**src/rtl/adsr_envelope.sv**
```systemverilog
// adsr_envelope: ADSR gain generator that scales the oscillator sample stream
module adsr_envelope #(
    parameter int SAMPLE_WIDTH = 16,
    parameter int ACC_BITS     = 24,
    parameter int GAIN_BITS    = 16
) (
    input  logic                           clk_in,
    input  logic                           rst_in,
    input  logic                           gate_in,
    input  logic                           tick_in,
    input  logic        [ACC_BITS-1:0]     attack_rate_in,
    input  logic        [ACC_BITS-1:0]     decay_rate_in,
    input  logic        [GAIN_BITS-1:0]    sustain_level_in,
    input  logic        [ACC_BITS-1:0]     release_rate_in,
    input  logic signed [SAMPLE_WIDTH-1:0] sample_in,
    output logic signed [SAMPLE_WIDTH-1:0] val_out,
    output logic        [GAIN_BITS-1:0]    env_out,
    output logic                           busy_out
);
    localparam int PW = SAMPLE_WIDTH + GAIN_BITS + 1;
    localparam logic [ACC_BITS-1:0] MAX = '1;

    typedef enum logic [2:0] {IDLE, ATTACK, DECAY, SUSTAIN, RELEASE} state_t;

    state_t                    state_q, state_d;
    logic [ACC_BITS-1:0]       env_q, env_d;
    logic                      gate_q;
    logic signed [SAMPLE_WIDTH-1:0] s1_sample_q;
    logic [GAIN_BITS-1:0]      s1_g_q;
    logic signed [PW-1:0]      p_q;

    logic                rise;
    logic [ACC_BITS-1:0] s_lvl;
    logic [ACC_BITS:0]   att_sum, dec_lim;
    logic                att_top, dec_end, rel_end, held;

    assign rise    = gate_in & ~gate_q;
    assign s_lvl   = ACC_BITS'(sustain_level_in) << (ACC_BITS - GAIN_BITS);
    assign att_sum = {1'b0, env_q} + {1'b0, attack_rate_in};
    assign dec_lim = {1'b0, s_lvl} + {1'b0, decay_rate_in};
    assign att_top = att_sum >= {1'b0, MAX};
    assign dec_end = {1'b0, env_q} <= dec_lim;
    assign rel_end = env_q <= release_rate_in;
    assign held    = (state_q == ATTACK) || (state_q == DECAY) || (state_q == SUSTAIN);

    assign env_out  = env_q[ACC_BITS-1 -: GAIN_BITS];
    assign busy_out = state_q != IDLE;
    assign val_out  = SAMPLE_WIDTH'(p_q >>> GAIN_BITS);

    // Next state: retrigger beats gate release, which beats tick-driven arithmetic; env never wraps
    always_comb begin
        state_d = state_q;
        env_d   = env_q;
        if (rise) begin
            state_d = ATTACK;
        end else if (!gate_in && held) begin
            state_d = RELEASE;
        end else begin
            case (state_q)
                IDLE:    env_d = '0;
                SUSTAIN: env_d = s_lvl;
                ATTACK: if (tick_in) begin
                    env_d   = att_top ? MAX : att_sum[ACC_BITS-1:0];
                    state_d = att_top ? DECAY : ATTACK;
                end
                DECAY: if (tick_in) begin
                    env_d   = dec_end ? s_lvl : env_q - decay_rate_in;
                    state_d = dec_end ? SUSTAIN : DECAY;
                end
                RELEASE: if (tick_in) begin
                    env_d   = rel_end ? '0 : env_q - release_rate_in;
                    state_d = rel_end ? IDLE : RELEASE;
                end
                default: state_d = IDLE;
            endcase
        end
    end

    // Envelope state, accumulator and gate edge history
    always_ff @(posedge clk_in or posedge rst_in) begin
        if (rst_in) begin
            state_q <= IDLE;
            env_q   <= '0;
            gate_q  <= 1'b0;
        end else begin
            state_q <= state_d;
            env_q   <= env_d;
            gate_q  <= gate_in;
        end
    end

    // Two-stage multiply: capture sample with current gain, then form the signed product
    always_ff @(posedge clk_in or posedge rst_in) begin
        if (rst_in) begin
            s1_sample_q <= '0;
            s1_g_q      <= '0;
            p_q         <= '0;
        end else begin
            s1_sample_q <= sample_in;
            s1_g_q      <= env_out;
            p_q         <= PW'(s1_sample_q) * PW'($signed({1'b0, s1_g_q}));
        end
    end
endmodule

```
**config.mk**
```make
export PLATFORM = sky130hd
export DESIGN_NAME = adsr_envelope
export DESIGN_NICKNAME = d
export VERILOG_FILES = /design/src/rtl/adsr_envelope.sv
export SDC_FILE = /design/constraint.sdc
export NUM_CORES = 1
export LEC_CHECK = 0
export CAP_MARGIN = 15
export CORE_MARGIN = 1
export CORE_UTILIZATION = 58
export DETAILED_ROUTE_END_ITERATION = 12
export MAX_ROUTING_LAYER = met4
export PLACE_DENSITY = 0.77
export SETUP_SLACK_MARGIN = 0.2
export SLEW_MARGIN = 20
export SYNTH_ARGS = -nofsm -noshare
export SYNTH_HDL_FRONTEND = slang
export SYNTH_SLANG_ARGS = --single-unit
export TNS_END_PERCENT = 20
```
**constraint.sdc**
```tcl
create_clock -name clk_in -period 8.2 [get_ports clk_in]
set_clock_uncertainty 0.2 [all_clocks]
set_input_delay 1.64 -clock clk_in [delete_from_list [all_inputs] [get_ports clk_in]]
set_output_delay 1.64 -clock clk_in [all_outputs]
set_load 0.01 [all_outputs]
```
# == Word-level counts from Yosys, hierarchy flattened ==
# Index checks and enable logic that the tools add are counted.
# totals
ff_bits,92
out_inout_bits,33
# classes
add_sub_neg,4
mul,1
magnitude_cmp,3
eq_ne,11
mux,16
bitwise_logic,4
n_reduce_logical,10
# op_table
operator,count
$mux 24,6
$pmux 24 s5,1
$add 24x24->25,2
$sub 24x24->24,2
$mul 16x17->32,1
$ge 25x24->1 const B,1
$le 24x25->1,1
$le 24x24->1,1
$mux 3,6
$pmux 3 s4,1
$ne 4x3->1 const B,2
$eq 3x2->1 const B,2
$ne 2x2->1 const B,3
$reduce_and 6->1,1
$reduce_bool 5->1,1
$ne 4x4->1 const B,1
$reduce_and 4->1,1
$eq 3x1->1 const B,1
$eq 3x3->1 const B,1
$logic_not 3->1,1
$ne 3x1->1 const B,1
$not 1->1,3
$reduce_bool 3->1,1
$logic_or 1x1->1,2
other kinds (6),6

# == Logic depth before layout (Yosys ltp) ==
# depth
ltp_word,7
mapped_depth,24
depth_no_buf,23

# == Least setup slack after synthesis ==
# Ideal clock, no wire load.
# synth_path
path_type,input to register
start,in decay_rate_in[9]
end,reg env_q[21]
setup_ns,0.082
arrival_ns,6.023
required_time_ns,7.918
slack_ns,1.895
cell_stages,23
n_path_buf,2
cell_sequence,ha_1 -> a21o_1 -> a21oi_1 -> o21bai_1 -> a21oi_1 -> o21bai_1 -> a21oi_1 -> o211ai_1 -> a41o_1 -> a21oi_1 -> xor2_1 -> ha_1 -> nand3_1 -> nor4_1 -> a21boi_0 -> inv_1 -> a311o_1 -> nor3_1 -> clkbuf_1 -> clkbuf_1 -> a31oi_1 -> o311a_1 -> a31oi_1
# synth_between
elab_chain_len,5
elab_cells_between_ends,6
# synth_rtl
item,line,source
start: declaration,12,"input logic [ACC_BITS-1:0] decay_rate_in,"
$add 24x24->25,40,"assign dec_lim = {1'b0, s_lvl} + {1'b0, decay_rate_in};"
$le 24x25->1,42,"assign dec_end = {1'b0, env_q} <= dec_lim;"
$mux 24 (*),67,env_d = dec_end ? s_lvl : env_q - decay_rate_in;
$mux 24 (*),66,DECAY: if (tick_in) begin
$pmux 24 s5 (*),59,case (state_q)
end signal: assignment,87,env_q <= env_d;
end: declaration,26,"logic [ACC_BITS-1:0] env_q, env_d;"
# Every way passes the cells marked *; elsewhere a longest branch is shown, timed or not. The select of a mux whose other input is x is not followed.
# A chain may end at the register's enable or synchronous reset.

# == Worst setup path after layout ==
# layout_path
start,in sustain_level_in[1]
end,reg env_q[13]
# layout_between
elab_chain_len,5
# layout_rtl
item,line,source
start: declaration,13,"input logic [GAIN_BITS-1:0] sustain_level_in,"
$add 24x24->25,40,
$le 24x25->1,42,
$mux 24,67,
$mux 24,66,
$pmux 24 s5,59,
# No other way between the ends. The select of a mux whose other input is x is not followed.

==> flow_summary.yaml <==
status:
  status: "completed"
floorplan:
  core_area_sq_mm: 0.0264
  die_area_sq_mm: 0.0278
  die_w_microns: 167
  initial_utilization_pct: 59.8
  fp-row-count: 59
  die_h_microns: 167
  pin_count: 141
grt:
  met2_usage_pct: 54.7
  antenna_found_initial: 0
  grt_pass1_wl_microns: 67900
  track_usage_pct: 31.7
  overflow: 0
  grt_util_met3_pct: 3.11
  grt_busiest_layer: "met2"
  grt_max_degree: 77
  first_global_vias: 13700
  grtUsageMet1_pct: 38.1
layout:
  drive_above_1_share_pct: 2.32
  num_antenna_cells: 0
  final_util_pct: 67.0
  nNetsFinal: 2416
  synthToLayoutAreaGrowth_pct: 12.0
  final_common_cell: "inv_1"
  mostFrequentLayoutCells: "309 x inv_1, 217 x ha_1, 197 x fa_1, 178 x nand2_1, 140 x clkdlybuf4s50_1"
clock_tree:
  clk_pin_slew_ns: 0.06
  ctsResizeCount: 0
  cts_buffer_depth: 2
  tritoncts: "built"
  ctsHoldBuffers: 0
  cts_sinks: 76
  cts_setup_buffers: 0
  h-tree-depth: 3
  cts_made_buffers: 9
  clockRootBuffer: "clkbuf_16"
  clkLatencyLatePin_ns: 0.35
flow_run:
  drv_cap: 0
pwr:
  irDropWorstVdd_mv: 0.107
  leakagePower_nw: 9.15
  power.density_mw_per_mm2: 215
worst_setup_path:
  cp_max_fo: 14
  crit_arrival_ns: 7.32
  critPathLaunchType: "input pin"
  required_ns: 8.25
  cp-end-kind: "register"
  critical_path_class: "input pin to register"
sta:
  hold_viol: 0
  slew_viol_final: 0
  setup_viol: 0
  setup_slack_ns: 0.928
  setup_tns_ns: 0
  finalCriticalPeriod_ns: 7.27
  slew_headroom_pct: 35.7
  fmax_mhz: 138
  rsz0062_at_grt: "no"
  tightest_slew_ns: 0.961
  fin_crit_sh_pct: 88.7
logic_synthesis:
  ys.flop_type: "dfrtp_1"
  syn_avg_cell_area_sq_um: 8.75
  yosysUniqueCellTypes: 74
  synth_seq_area_share_pct: 12.1
  synth_enable_flop_cells: 0
  netlist_instances: 1802
  synth.net_count: 2324
  synthesis.area_sq_mm: 0.0158
  synth_warnings: 0
  synth-seq-cells: 76
  async_flop_share_pct: 100
routing:
  wirelength_microns: 41200
  viasPerCell: 5.85
  drcViolationCount: 0
  ant_nets: 0
  dr_total_vias: 13100
  firstDrtPassIters: 7
  drt-wirelength-per-cell_microns: 18.4
  drt_iter0_drc: 755
placed_design:
  portBuffers: 140
  dp_slack_ns: 0.700
  place_congestion: 0.925
  hpwlAfterDp_microns: 34400
worst_hold_path:
  hp-class: "register to register"
## power by group
part	internal (mW)	switching [mW]	total, mW
combinational	1.20	1.49	2.69
clock	0.267	0.174	0.441
sequential	0.468	0.187	0.655
## per-layer routing
layer,wire length [microns],up-vias
met5,0,-
met4,1470,0
met3,2100,77
met2,20500,456
met1,17100,6375
li1,-,6160
## critical path, stage by stage
cell and delay [ns]:
clkdlybuf4s50_1 0.57, ha_1 0.27, a21o_1 0.16, a21oi_1 0.25, o21bai_1 0.09, a21oi_1 0.23
o21bai_1 0.13, a21oi_1 0.34, o211ai_1 0.18, a41o_1 0.26, a21oi_1 0.18, xor2_1 0.09
ha_1 0.30, nand3_1 0.13, nor4_1 0.39, and3_1 0.23, a211o_1 0.12, a311o_1 0.20
nor2_1 0.09, nor2_1 0.75, a221oi_1 0.27, and4b_1 0.26, a211oi_1 0.20
## area by class of cell
type	instances	area, sq um
Clock buffer	10	229
Clock inverter	6	88.8
Fill cell	2129	8690
Inverter	310	1160
Multi-Input combinational cell	1350	12400
Sequential cell	76	1900
Tap cell	335	419
Timing Repair Buffer	147	1460
## per-stage QoR
step	cell area, sq um	hold slack (ns)	total power [mW]	std cells
5_1_grt	17700	0.400	4.19	2234
3_5_place_dp	17300	0.376	3.35	2218
3_3_place_gp	17300	0.384	3.26	2218
2_1_floorplan	15800	0.267	2.59	1802
4_1_cts	17700	0.384	3.81	2234
6_report	17700	0.392	3.79	2234
## cell usage after synthesis (4+ instances only)
cell,count,area [sq um]
a2111oi_0,4,35.0
a22oi_1,14,105
nand2b_1,17,106
a211o_1,13,114
xnor2_1,44,385
nand4_1,14,87.6
fa_1,197,3940
o21bai_1,14,105
ha_1,217,2720
clkbuf_1,48,180
a31oi_1,17,106
or2_2,5,31.3
a221oi_1,6,52.6
nand3_1,20,100
a211oi_1,11,82.6
nand2_1,178,668
a21o_1,41,308
buf_4,16,120
a21boi_0,4,30.0
dfrtp_1,76,1900
nor2b_1,8,50.1
nor2_1,73,274
nor4_1,5,31.3
xor2_1,38,333
a21oi_1,88,440
o211ai_1,16,120
a41oi_1,4,35.0
nor3_1,24,120
and4_1,4,35.0
and3_1,16,100
a221o_1,15,150
inv_1,310,1160
and2_1,128,801
o21a_1,14,105
a222oi_1,5,50.1
o21ai_0,37,185
or3_1,5,31.3
## state kept, by name (all words and copies together), names as in the netlist
signal and cells:
state_q 3, env_q 24, s1_g_q 16, s1_sample_q 16, p_q 16, gate_q 1
## cell families (layout without fill, tap and decap cells)
group | after synthesis | after routing | synth area share [%]
AO/OA/AOI/OAI | 344 | 344 | 15.5
buffers and inverters | 376 | 473 | 9.39
AND/OR/NAND/NOR | 509 | 509 | 16.2
flip-flops | 76 | 76 | 12.1
multiplexers | 1 | 1 | 0.0635
XOR/XNOR | 82 | 82 | 4.56
adder cells (fa/ha/maj) | 414 | 414 | 42.2
## path summary, 6_finish.rpt
path                                             from                  endpoint  slack, ns  cells after the start
worst max-delay path              sustain_level_in[1]     env_q[13]$_DFFE_PP0P_       0.93                     23
max in group asynchronous                      rst_in         p_q[16]$_DFF_PP0_       5.64                      3
worst min-delay path            env_q[21]$_DFFE_PP0P_      s1_g_q[13]$_DFF_PP0_       0.39                      0
worst min register to register  env_q[21]$_DFFE_PP0P_      s1_g_q[13]$_DFF_PP0_       0.39                      0
min in group asynchronous                      rst_in  s1_sample_q[2]$_DFF_PP0_       1.61                      3
worst max register to register    s1_g_q[7]$_DFF_PP0_         p_q[31]$_DFF_PP0_       1.39                     23
Note: power is estimated with default switching activity, not from simulation.
